`config.mk`:
```
export PLATFORM = sky130hd
export DESIGN_NAME = fetch_stage
export DESIGN_NICKNAME = d
export VERILOG_FILES = /design/src/rtl/fetch_stage.sv
export SDC_FILE = /design/constraint.sdc
export NUM_CORES = 1
export LEC_CHECK = 0
export ABC_AREA = 0
export ABC_CLOCK_PERIOD_IN_PS = 2700
export BUFFER_PORTS_ARGS = -buffer_cell sky130_fd_sc_hd__buf_2
export CORE_ASPECT_RATIO = 1.1
export CORE_MARGIN = 8
export CORE_UTILIZATION = 54
export DETAILED_ROUTE_END_ITERATION = 6
export PLACE_DENSITY = 0.9
export RECOVER_POWER = 100
export SYNTH_ARGS = -nofsm -noshare
export SYNTH_HDL_FRONTEND = slang
export SYNTH_SLANG_ARGS = --single-unit
```
`constraint.sdc`:
```
create_clock -name clk -period 2.7 [get_ports clk]
set_input_delay 0.135 -clock clk [delete_from_list [all_inputs] [get_ports clk]]
set_output_delay 0.135 -clock clk [all_outputs]
set_load 0.05 [all_outputs]
```
`src/rtl/fetch_stage.sv`:
```
// rtl/fetch_stage.sv - RISC-V instruction fetch stage: PC register, redirect, stall and IF/ID register
// The only control state is ValidD; priority at each edge is reset, redirect, stall, normal.
module fetch_stage #(
    parameter int unsigned          DATA_WIDTH = 32,
    parameter logic [DATA_WIDTH-1:0] RESET_PC  = 32'h0000_0000,
    parameter logic [DATA_WIDTH-1:0] NOP_INSTR = 32'h0000_0013
) (
    input  logic                  clk,
    input  logic                  rst_n,
    input  logic                  stall,
    input  logic                  PCSrc,
    input  logic [DATA_WIDTH-1:0] PCTarget,
    input  logic [DATA_WIDTH-1:0] instr_rdata,
    output logic [DATA_WIDTH-1:0] imem_addr,
    output logic [DATA_WIDTH-1:0] InstrD,
    output logic [DATA_WIDTH-1:0] PCD,
    output logic [DATA_WIDTH-1:0] PCPlus4D,
    output logic                  ValidD,
    output logic [31:0]           fetch_count
);

    logic [DATA_WIDTH-1:0] pcf;
    logic [DATA_WIDTH-1:0] pc_plus4_f;

    assign pc_plus4_f = pcf + DATA_WIDTH'(4);
    assign imem_addr  = pcf;

    always_ff @(posedge clk) begin
        if (!rst_n) begin
            pcf         <= RESET_PC;
            InstrD      <= NOP_INSTR;
            PCD         <= '0;
            PCPlus4D    <= '0;
            ValidD      <= 1'b0;
            fetch_count <= '0;
        end else if (PCSrc) begin
            // Flush drops the wrong-path fetch; PCD/PCPlus4D keep their last values.
            pcf    <= {PCTarget[DATA_WIDTH-1:2], 2'b00};
            InstrD <= NOP_INSTR;
            ValidD <= 1'b0;
        end else if (!stall) begin
            pcf         <= pc_plus4_f;
            InstrD      <= instr_rdata;
            PCD         <= pcf;
            PCPlus4D    <= pc_plus4_f;
            ValidD      <= 1'b1;
            fetch_count <= fetch_count + 32'd1;
        end
    end

endmodule

```
Word-level counts from Yosys, hierarchy flattened. Index checks and enable logic that the tools add are counted.

Bits in registers: 161. Bits of input ports: 68. Logic and storage cells: 17.

Add/sub/neg operators: 2. Eq/ne operators: 1. Mux-type cells: 2. Bitwise operators: 3. Reduce and logical (&&, ||, !) cells: 2.

Operators by type and width (count): $mux 32 (2); $add 32x1->32 const B (1); $add 32x3->32 const B (1); $not 1->1 (3); $ne 2x1->1 const B (1); $reduce_and 2->1 (1); $reduce_or 2->1 (1).

Longest topological paths before layout. Gate-level depths: netlist (run 1).

Depth after elaboration: 3. Gate-level depth with buffers: 7.

Least setup slack after synthesis (run 1). Ideal clock, no wire load.

Path kind: reg2reg. Start point: register pcf[2], in the netlist imem_addr[2]. End point: register pcf[14], in the netlist imem_addr[14]. Setup time: 0.132 ns. Data arrival time: 1.920 ns. Data required time: 2.568 ns. Slack: 0.648 ns. Cell stages (with the launch flop): 7. Path buffers: 0. Clock period less this slack: 2.052 ns. Cell sequence: dfxtp_1 ha_1 nand3_4 or3_1 nor3_2 xnor2_1 a21oi_1.

Word-level cells in the longest chain between the ends: 3.

Ends and longest elaborated chain: start: declaration (line 22) `logic [DATA_WIDTH-1:0] pcf;`; start signal: assignment (line 38) `pcf <= {PCTarget[DATA_WIDTH-1:2], 2'b00};`; start signal: assignment (line 42) `pcf <= pc_plus4_f;`; $add 32x3->32 (line 25) `assign pc_plus4_f = pcf + DATA_WIDTH'(4);`; $mux 32 (line 41) `end else if (!stall) begin`; $mux 32 (line 36) `end else if (PCSrc) begin`.

Every way passes these cells. The select of a mux whose other input is x is not followed. A chain may end at the register's enable or synchronous reset.

Worst setup path after layout (run 1).
Start point: input port stall. End point: register PCD[16].

Word-level cells in the longest chain between the ends: 2.

Ends and longest elaborated chain: start: declaration (line 10) `input logic stall,`; $not 1->1 (no source line); $reduce_and 2->1 (no source line); end signal: assignment (line 44) `PCD <= pcf;`; end: declaration (line 16) `output logic [DATA_WIDTH-1:0] PCD,`.

Every way passes these cells.

==> results.md, run 1 <==
- complete, but fails checks — status
- capacitance limit, slew limit — violations in the final reports
- 123 um — Horiz. Die Dim
- 4 — maximum level of the CTS H-tree
- 0 — number of warnings printed during yosys synthesis
- 2 — max capacitance violation total
- 2630 ps — data arrival at the endpoint of the critical path
- 6710 — DR vias
- input pin — element type at the critical path start
- 1780 ps — transition time at the pin with the least slew margin
- 0 — total inserted antenna cells
- 673 ps — post-placement worst setup slack
- 45.4% — sequential cell area fraction in the yosys report
- 118 — number of max-slew violations in the final report
- 54.7% — initial core utilization
- input pin to flop — type of the setup path with the least slack
- 17 — Num CTS Buffers
- 27.1% — GRT Util Overall
- no — unrepaired setup endpoints after global routing
- 6830 um^2 — area of the mapped netlist
- 1 — antenna violations before repair
- 134 um — Die H
- 0.828 — RD Place Congestion
- met5 — uppermost signal routing layer after detailed routing
- 11.2 mm — routed length on met2
- 29 — critical path peak fanout
- 421 ps — PnR worst setup slack
- sky130_fd_sc_hd__clkbuf_16 — library cell used as clock root buffer
- 1103 — number of nets in the layout
- sky130_fd_sc_hd__dfxtp_1, sky130_fd_sc_hd__xor2_1, sky130_fd_sc_hd__a21oi_1, sky130_fd_sc_hd__nor2_1, sky130_fd_sc_hd__nand2_1 — largest cells by area after synthesis
- 43 — num rows
- 34.9 mm — global-route wire length before repair
- 3.31 nW — reported leakage power
- stall — Setup crit start
- PCTarget[30] — start point of the worst min-delay path
- sky130_fd_sc_hd__dfxtp_1 — most common flop cell mapped by yosys
- 94 — largest net degree at the start of global routing
- 0.000532 V — maximum vdd drop
- 2280 ps — Period minus WS final
- buf_2 > clkbuf_1 > or2_2 > buf_4 > nand2_1 > a21oi_1 — cell-by-cell listing of the critical path
- flop — type of destination of the critical path
- 2.19 mm — wire length on met3
- 3100 um^2 — area taken by flip-flops and latches
- 1160 ps — Largest stage delay, worst path
- 5.58 — average via count per standard cell
- 3340 um^2 — area of the multi-input gates
- 0 — post-CTS setup buffers
- sky130_fd_sc_hd__dfxtp_1 — library cell with the highest instance count after synthesis
- 0 — cells resized by post-CTS repair
- sky130_fd_sc_hd__dfxtp_1 — post-synth top area cell
- 0 ps — post-route setup TNS
- 534 — 1st-iter DRT viols
- 1202 — Layout Cells excl Fill
- 3060 ps — Worst Path Required
- 18.9 um — average detailed-routed wire length per instance
- 16500 um^2 — area of the die
- 28.6% — post-synthesis to final-layout area growth
- 430 ps — latest clock arrival within the worst-skew pair
- 70 ps — clock edge transition at the registers on the reported setup and hold paths
- 22.8 mm — wire length after detailed routing
- imem_addr[2] — launching point of the worst reg2reg path
- 0 — number of enable-type register cells in the synthesized netlist
- 229 — num ports
- 0 — antenna violation net count after detailed routing
- 45.4% — fraction of synthesized cell area taken by the top area cell type
- 8.58 um^2 — syn_area_per_cell
- 0% — fraction of registers with async set or reset after synthesis
- done — clock tree from TritonCTS
- 2 — Max clock buf depth
- buffers and inverters — family with the most delay on the worst path
- 0 — drc violations
- 1009 — fill cell total of the finished layout
- 14.2 mm — Detailed Place HPWL
- 8.62 mm — routed metal-1 wirelength
- 0 — Final Hold Fails
- 12.1% — fraction of final layout cells sized beyond drive strength 1
- 220 — number of input and output port buffers inserted
- 1119 — placed insts
- 439 MHz — Max Fclk
- 0 — final setup violation count
- 3 — Crit path buffers/inverters
- 796 — Mapped Cells
- 84.4% — period utilisation layout
- -18.8% — remaining max-slew budget at the tightest pin
- 6533 — vias in the first global route
- sky130_fd_sc_hd__dfxtp_1, sky130_fd_sc_hd__nor2_1, sky130_fd_sc_hd__nand2_1, sky130_fd_sc_hd__a21oi_1, sky130_fd_sc_hd__xor2_1 — most used standard cells in the synthesized netlist
- sky130_fd_sc_hd__clkbuf_1 — CP max stage cell
- 155 — number of clock sinks seen by CTS
- input pin to flop — Hold Path Class
- 12500 um^2 — placeable core region
- 6 — total iterations of the first detailed-routing run
- 657 nW/um^2 — total power density per cell area
- 46 — count of distinct cell types in the synthesized netlist
- 9.49 ps — Setup Skew
- 0 — remaining global-route overflow
- 155 — flip-flop and latch count after synthesis
## registers in the layout (all words and copies together), names as in the netlist
name / flops
PCPlus4D: 30
imem_addr: 30
ValidD: 1
PCD: 30
InstrD: 32
fetch_count: 32
## path summary, 6_finish.rpt
path                            slack (ps)  depth (start not counted)             to
worst min-delay path                    20                          3  imem_addr[30]
worst max register to register         500                          6   PCPlus4D[20]
worst max-delay path                   420                          6        PCD[16]
worst min register to register         460                          2        PCD[25]
## tightest hold or removal path, stage by stage
cell and delay [ps]:
sky130_fd_sc_hd__buf_2 90, sky130_fd_sc_hd__o21ai_0 80, sky130_fd_sc_hd__a21oi_1 110
## metrics by stage
step	area (um^2)	power [mW]	util, %	hold WS, ps
finish	8790	5.77	70.4	16.1
global route	8790	5.92	70.4	26.0
CTS	9040	5.77	72.4	3.76
detailed placement	7920	3.31	63.5	377
global placement	7920	3.29	63.5	361
floorplan	6850	3.10	-	277
## placed cells by master (no fill, tap or decap), drive strengths merged, types with 26 or more instances in the layout
master | Yosys | final
nand4 | 26 | 26
nand3 | 44 | 44
o21ai | 46 | 46
dfxtp | 155 | 155
mux2i | 34 | 34
a21oi | 79 | 79
dlygate4sd3 | 0 | 52
clkbuf | 36 | 177
xor2 | 60 | 60
nand2 | 92 | 92
buf | 35 | 74
nor2 | 95 | 95
## layer usage
metal	vias to the layer above	track usage [%]
met1	3130	30.4
met3	65	8.74
li1	3161	-
met4	2	12.0
met2	352	45.5
met5	-	0
## power by group
group	switching, mW	internal [mW]
Clock	0.965	1.49
Combinational	0.600	0.230
Sequential	0.110	2.38
Total	1.68	4.10
## logic make-up after synthesis
kind of cell | count (synthesis) | synth area share (%)
xor+xnor | 82 | 10.5
fa+ha+maj | 2 | 0.366
compound gates | 138 | 10.8
flops | 155 | 45.4
mux | 34 | 4.98
buf+inv | 79 | 5.57
other cells | 1 | 0.0549
simple gates | 305 | 22.3
## timing repair
item                                   4_1_cts  5_1_grt
setup endpoints to repair                    0        0
hold buffers                                52        0
endpoints found under the hold margin       52        0
## layout make-up
cell class	count	share of cell area [%]
clock buffers	19	5.15
flip-flops and latches	155	35.3
clock inverters	12	1.68
multi-input cells	567	38.0
well taps	157	2.24
repair buffers	284	17.3
inverters	8	0.342
No activity file was read; power rests on OpenSTA's default activity.
==> run 2: changes to the inputs <==
- ABC_AREA: 0 -> 1
- ABC_CLOCK_PERIOD_IN_PS: 2700 -> 2300
- CORE_UTILIZATION: 54 -> 51
- PLACE_DENSITY: 0.9 -> 0.85
- clock period: 2.7 -> 2.3 ns (I/O delays scaled with it)
==> run 2 against run 1 <==
The flow still finishes with violations (capacitance limit, slew limit). Flip-flop and latch count stayed put. Clock-buffer cell count is 2 higher. Sequential power is 15% higher. Synthesized cell count is 27% higher. Setup slack worse by 52 ps. Clock power is 17% higher. Sequential share of layout area is 0.37 points lower. Clock skew is 0.90 ps higher. Non-clock buffer count is 17 lower. Routed wire length is 1.3% higher. Worst hold slack better by 3.7 ps.
==> results.md, run 2 <==
- 27.5% — met1 global-route usage
- 10.4 ps — Setup Skew
- 0.000606 V — maximum vdd drop
- 1530 ps — transition time at the pin with the least slew margin
- input pin to flop — Hold Path Class
- flop — type of destination of the critical path
- 2 — Max clock buf depth
- 0% — fraction of registers with async set or reset after synthesis
- 1 — max capacitance violation total
- 1930 ps — Period minus WS final
- 15.9 um — average detailed-routed wire length per instance
- 683 — 1st-iter DRT viols
- 0 — total inserted antenna cells
- 72 — largest net degree at the start of global routing
- 0 — drc violations
- 60 ps — clock edge transition at the registers on the reported setup and hold paths
- 0 — remaining global-route overflow
- 0 — antenna violation net count after detailed routing
- 8.69% — met3 track demand over resource in global routing
- 6.94 um^2 — syn_area_per_cell
- 0% — mux cell area share after synthesis
- 139 um — Die H
- 17700 um^2 — area of the die
- sky130_fd_sc_hd__clkbuf_16 — library cell used as clock root buffer
- 51.3% — initial core utilization
- sky130_fd_sc_hd__nand2_1, sky130_fd_sc_hd__clkbuf_1, sky130_fd_sc_hd__dfxtp_1 — commonest cells after routing, fill and taps aside
- 45 — num rows
- 220 — number of input and output port buffers inserted
- 155 — number of clock sinks seen by CTS
- 72 — number of max-slew violations in the final report
- capacitance limit, slew limit — violations in the final reports
- 31.2% — post-synthesis share of cell area spent on and, or, nand and nor gates
- InstrD: 32 flops, fetch_count: 32 flops — Largest regs
- 2540 ps — Worst Path Required
- 8880 um^2 — final std cell area, no fill
- 5 — critical path peak fanout
- 0 — cells resized by post-CTS repair
- 0 — Final Hold Fails
- complete, but fails checks — status
- 13600 um^2 — placeable core region
- 3.38 nW — reported leakage power
- 1380 — placed insts
- 1.50% — XOR/XNOR share of the synthesized area
- 15.5 mm — Detailed Place HPWL
- 44.4% — fraction of synthesized cell area taken by the top area cell type
- sky130_fd_sc_hd__dfxtp_1, sky130_fd_sc_hd__nand2_1, sky130_fd_sc_hd__a21oi_1, sky130_fd_sc_hd__nor2_1, sky130_fd_sc_hd__inv_1 — largest cells by area after synthesis
- 1008 — Mapped Cells
- 14.6% — area fraction in compound gates after synthesis
- 23.1 mm — wire length after detailed routing
- 229 — num ports
- 155 — flip-flop and latch count after synthesis
- 43.1% — global-route track usage on met2
- 0.358% — post-synthesis adder-cell area fraction
- 1302 — fill cell total of the finished layout
- -1.91% — remaining max-slew budget at the tightest pin
- 1320 — number of nets in the layout
- sky130_fd_sc_hd__nand2_1, sky130_fd_sc_hd__dfxtp_1, sky130_fd_sc_hd__nor2_1, sky130_fd_sc_hd__a21oi_1, sky130_fd_sc_hd__inv_1 — most used standard cells in the synthesized netlist
- 0 — antenna violations before repair
- 27.0% — post-synthesis to final-layout area growth
- 749 nW/um^2 — total power density per cell area
- sky130_fd_sc_hd__nand2_1 — most used cell along the critical path
- 7675 — DR vias
- sky130_fd_sc_hd__dfxtp_1 — most common flop cell mapped by yosys
- 44.4% — sequential cell area fraction in the yosys report
- 25.8% — GRT Util Overall
- 0 — number of warnings printed during yosys synthesis
- 420 ps — Largest stage delay, worst path
- 2170 ps — data arrival at the endpoint of the critical path
- 40 — count of distinct cell types in the synthesized netlist
- done — clock tree from TritonCTS
- 0 — final setup violation count
- simple AND/OR/NAND/NOR gates — main combinational cell family by area after synthesis
- 0 — post-CTS setup buffers
- flop — element type at the critical path start
- 6990 um^2 — area of the mapped netlist
- 7 — total iterations of the first detailed-routing run
- 8200 um^2 — dpl cell area
- sky130_fd_sc_hd__dfxtp_1 — post-synth top area cell
- 0 — number of enable-type register cells in the synthesized netlist
- 518 MHz — Max Fclk
- sky130_fd_sc_hd__nand2_1 — library cell with the highest instance count after synthesis
- met2 — highest-utilization routing layer at the global route stage
- 430 ps — latest clock arrival within the worst-skew pair
- 0 ps — post-route setup TNS
- 9.50% — fraction of final layout cells sized beyond drive strength 1
- no — unrepaired setup endpoints after global routing
- 84.0% — period utilisation layout
- sky130_fd_sc_hd__dfxtp_1 — CP max stage cell
- 1451 — Layout Cells excl Fill
- 128 um — Horiz. Die Dim
- 0.915 — RD Place Congestion
- 17 — Num CTS Buffers
- 36.9 mm — global-route wire length before repair
- ha_1 > nand2_1 > nor2_4 > nand2_1 > nor2_1 > nand2_1 > nand2_1 > nand2_1 > nand2_1 > a21oi_1 — cell-by-cell listing of the critical path
- 7595 — vias in the first global route
- flop to flop — type of the setup path with the least slack
- sky130_fd_sc_hd__nand2_1 — most frequent standard cell in the layout excluding fill and tap cells
- 4 — maximum level of the CTS H-tree
- 5.29 — average via count per standard cell
[run 2: changes by cell type after synthesis, moves of 8 or more]
cell and delta:
sky130_fd_sc_hd__nor2_2 +8, sky130_fd_sc_hd__a21oi_1 +34, sky130_fd_sc_hd__nand3_1 -9, sky130_fd_sc_hd__nor2_1 +32, sky130_fd_sc_hd__mux2i_1 -34, sky130_fd_sc_hd__xnor2_1 -16, sky130_fd_sc_hd__and3_1 -10, sky130_fd_sc_hd__nand2_1 +210
sky130_fd_sc_hd__xor2_1 -54, sky130_fd_sc_hd__nor2_4 +11, sky130_fd_sc_hd__o21ai_0 +14, sky130_fd_sc_hd__inv_1 +73, sky130_fd_sc_hd__nand4_1 -14, sky130_fd_sc_hd__buf_4 -9
[run 2: path summary, 6_finish.rpt]
path,from,endpoint,slack [ps],cells after the start
min,PCTarget[2],imem_addr[2],20,5
min reg2reg,InstrD[5],InstrD[5],460,2
max,imem_addr[3],imem_addr[28],370,10
max reg2reg,imem_addr[3],imem_addr[28],370,10
[run 2: report_power, final]
group          switching (mW)  leakage (nW)  internal, mW
logic                   0.684          1.81         0.219
registers              0.0895          1.26          2.78
clock network            1.14         0.304          1.73
[run 2: layout make-up]
class                   instances  area [um^2]  share of cell area [%]
clock inverters                11          135                    1.52
inverters                      83          320                    3.61
multi-input cells             726         3250                    36.6
repair buffers                267         1350                    15.2
well taps                     188          235                    2.65
flip-flops and latches        155         3100                    34.9
clock buffers                  21          480                    5.41
[run 2: per-layer routing]
layer  wire length [um]  vias to the layer above
li1                   -                     3691
met1               8480                     3480
met2              11100                      406
met3               2220                       98
met4               1240                        0
met5                  0                        -
[run 2: cells by family after synthesis]
group,Yosys count
AO/OA/AOI/OAI,194
XOR/XNOR,12
adder cells (fa/ha/maj),2
buffers and inverters,132
flip-flops,155
other,1
AND/OR/NAND/NOR,512
[run 2: worst max-delay path: cells and delay by family, from the launching register on]
| kind | cells | cell delay [ps] |
|---|---|---|
| adder cells (fa/ha/maj) | 1 | 250 |
| AND/OR/NAND/NOR | 8 | 1010 |
| flip-flops | 1 | 420 |
| AO/OA/AOI/OAI | 1 | 80 |
[run 2: metrics by stage]
| stage | hold WS [ps] | util [%] | worst slack [ps] | total power [mW] |
|---|---|---|---|---|
| after floorplan | 241 | - | 456 | 3.55 |
| after global placement | 334 | 60.1 | 664 | 3.78 |
| after detailed placement | 336 | 60.1 | 592 | 3.79 |
| after CTS | 6.88 | 67.5 | 505 | 6.70 |
| after global routing | 30.5 | 65.2 | 192 | 6.87 |
| final | 19.8 | 65.2 | 369 | 6.65 |
[run 2: repair_timing]
item,4_1_cts,5_1_grt
endpoints found under the setup margin,0,0
hold buffers,39,0
hold endpoints to repair,39,0
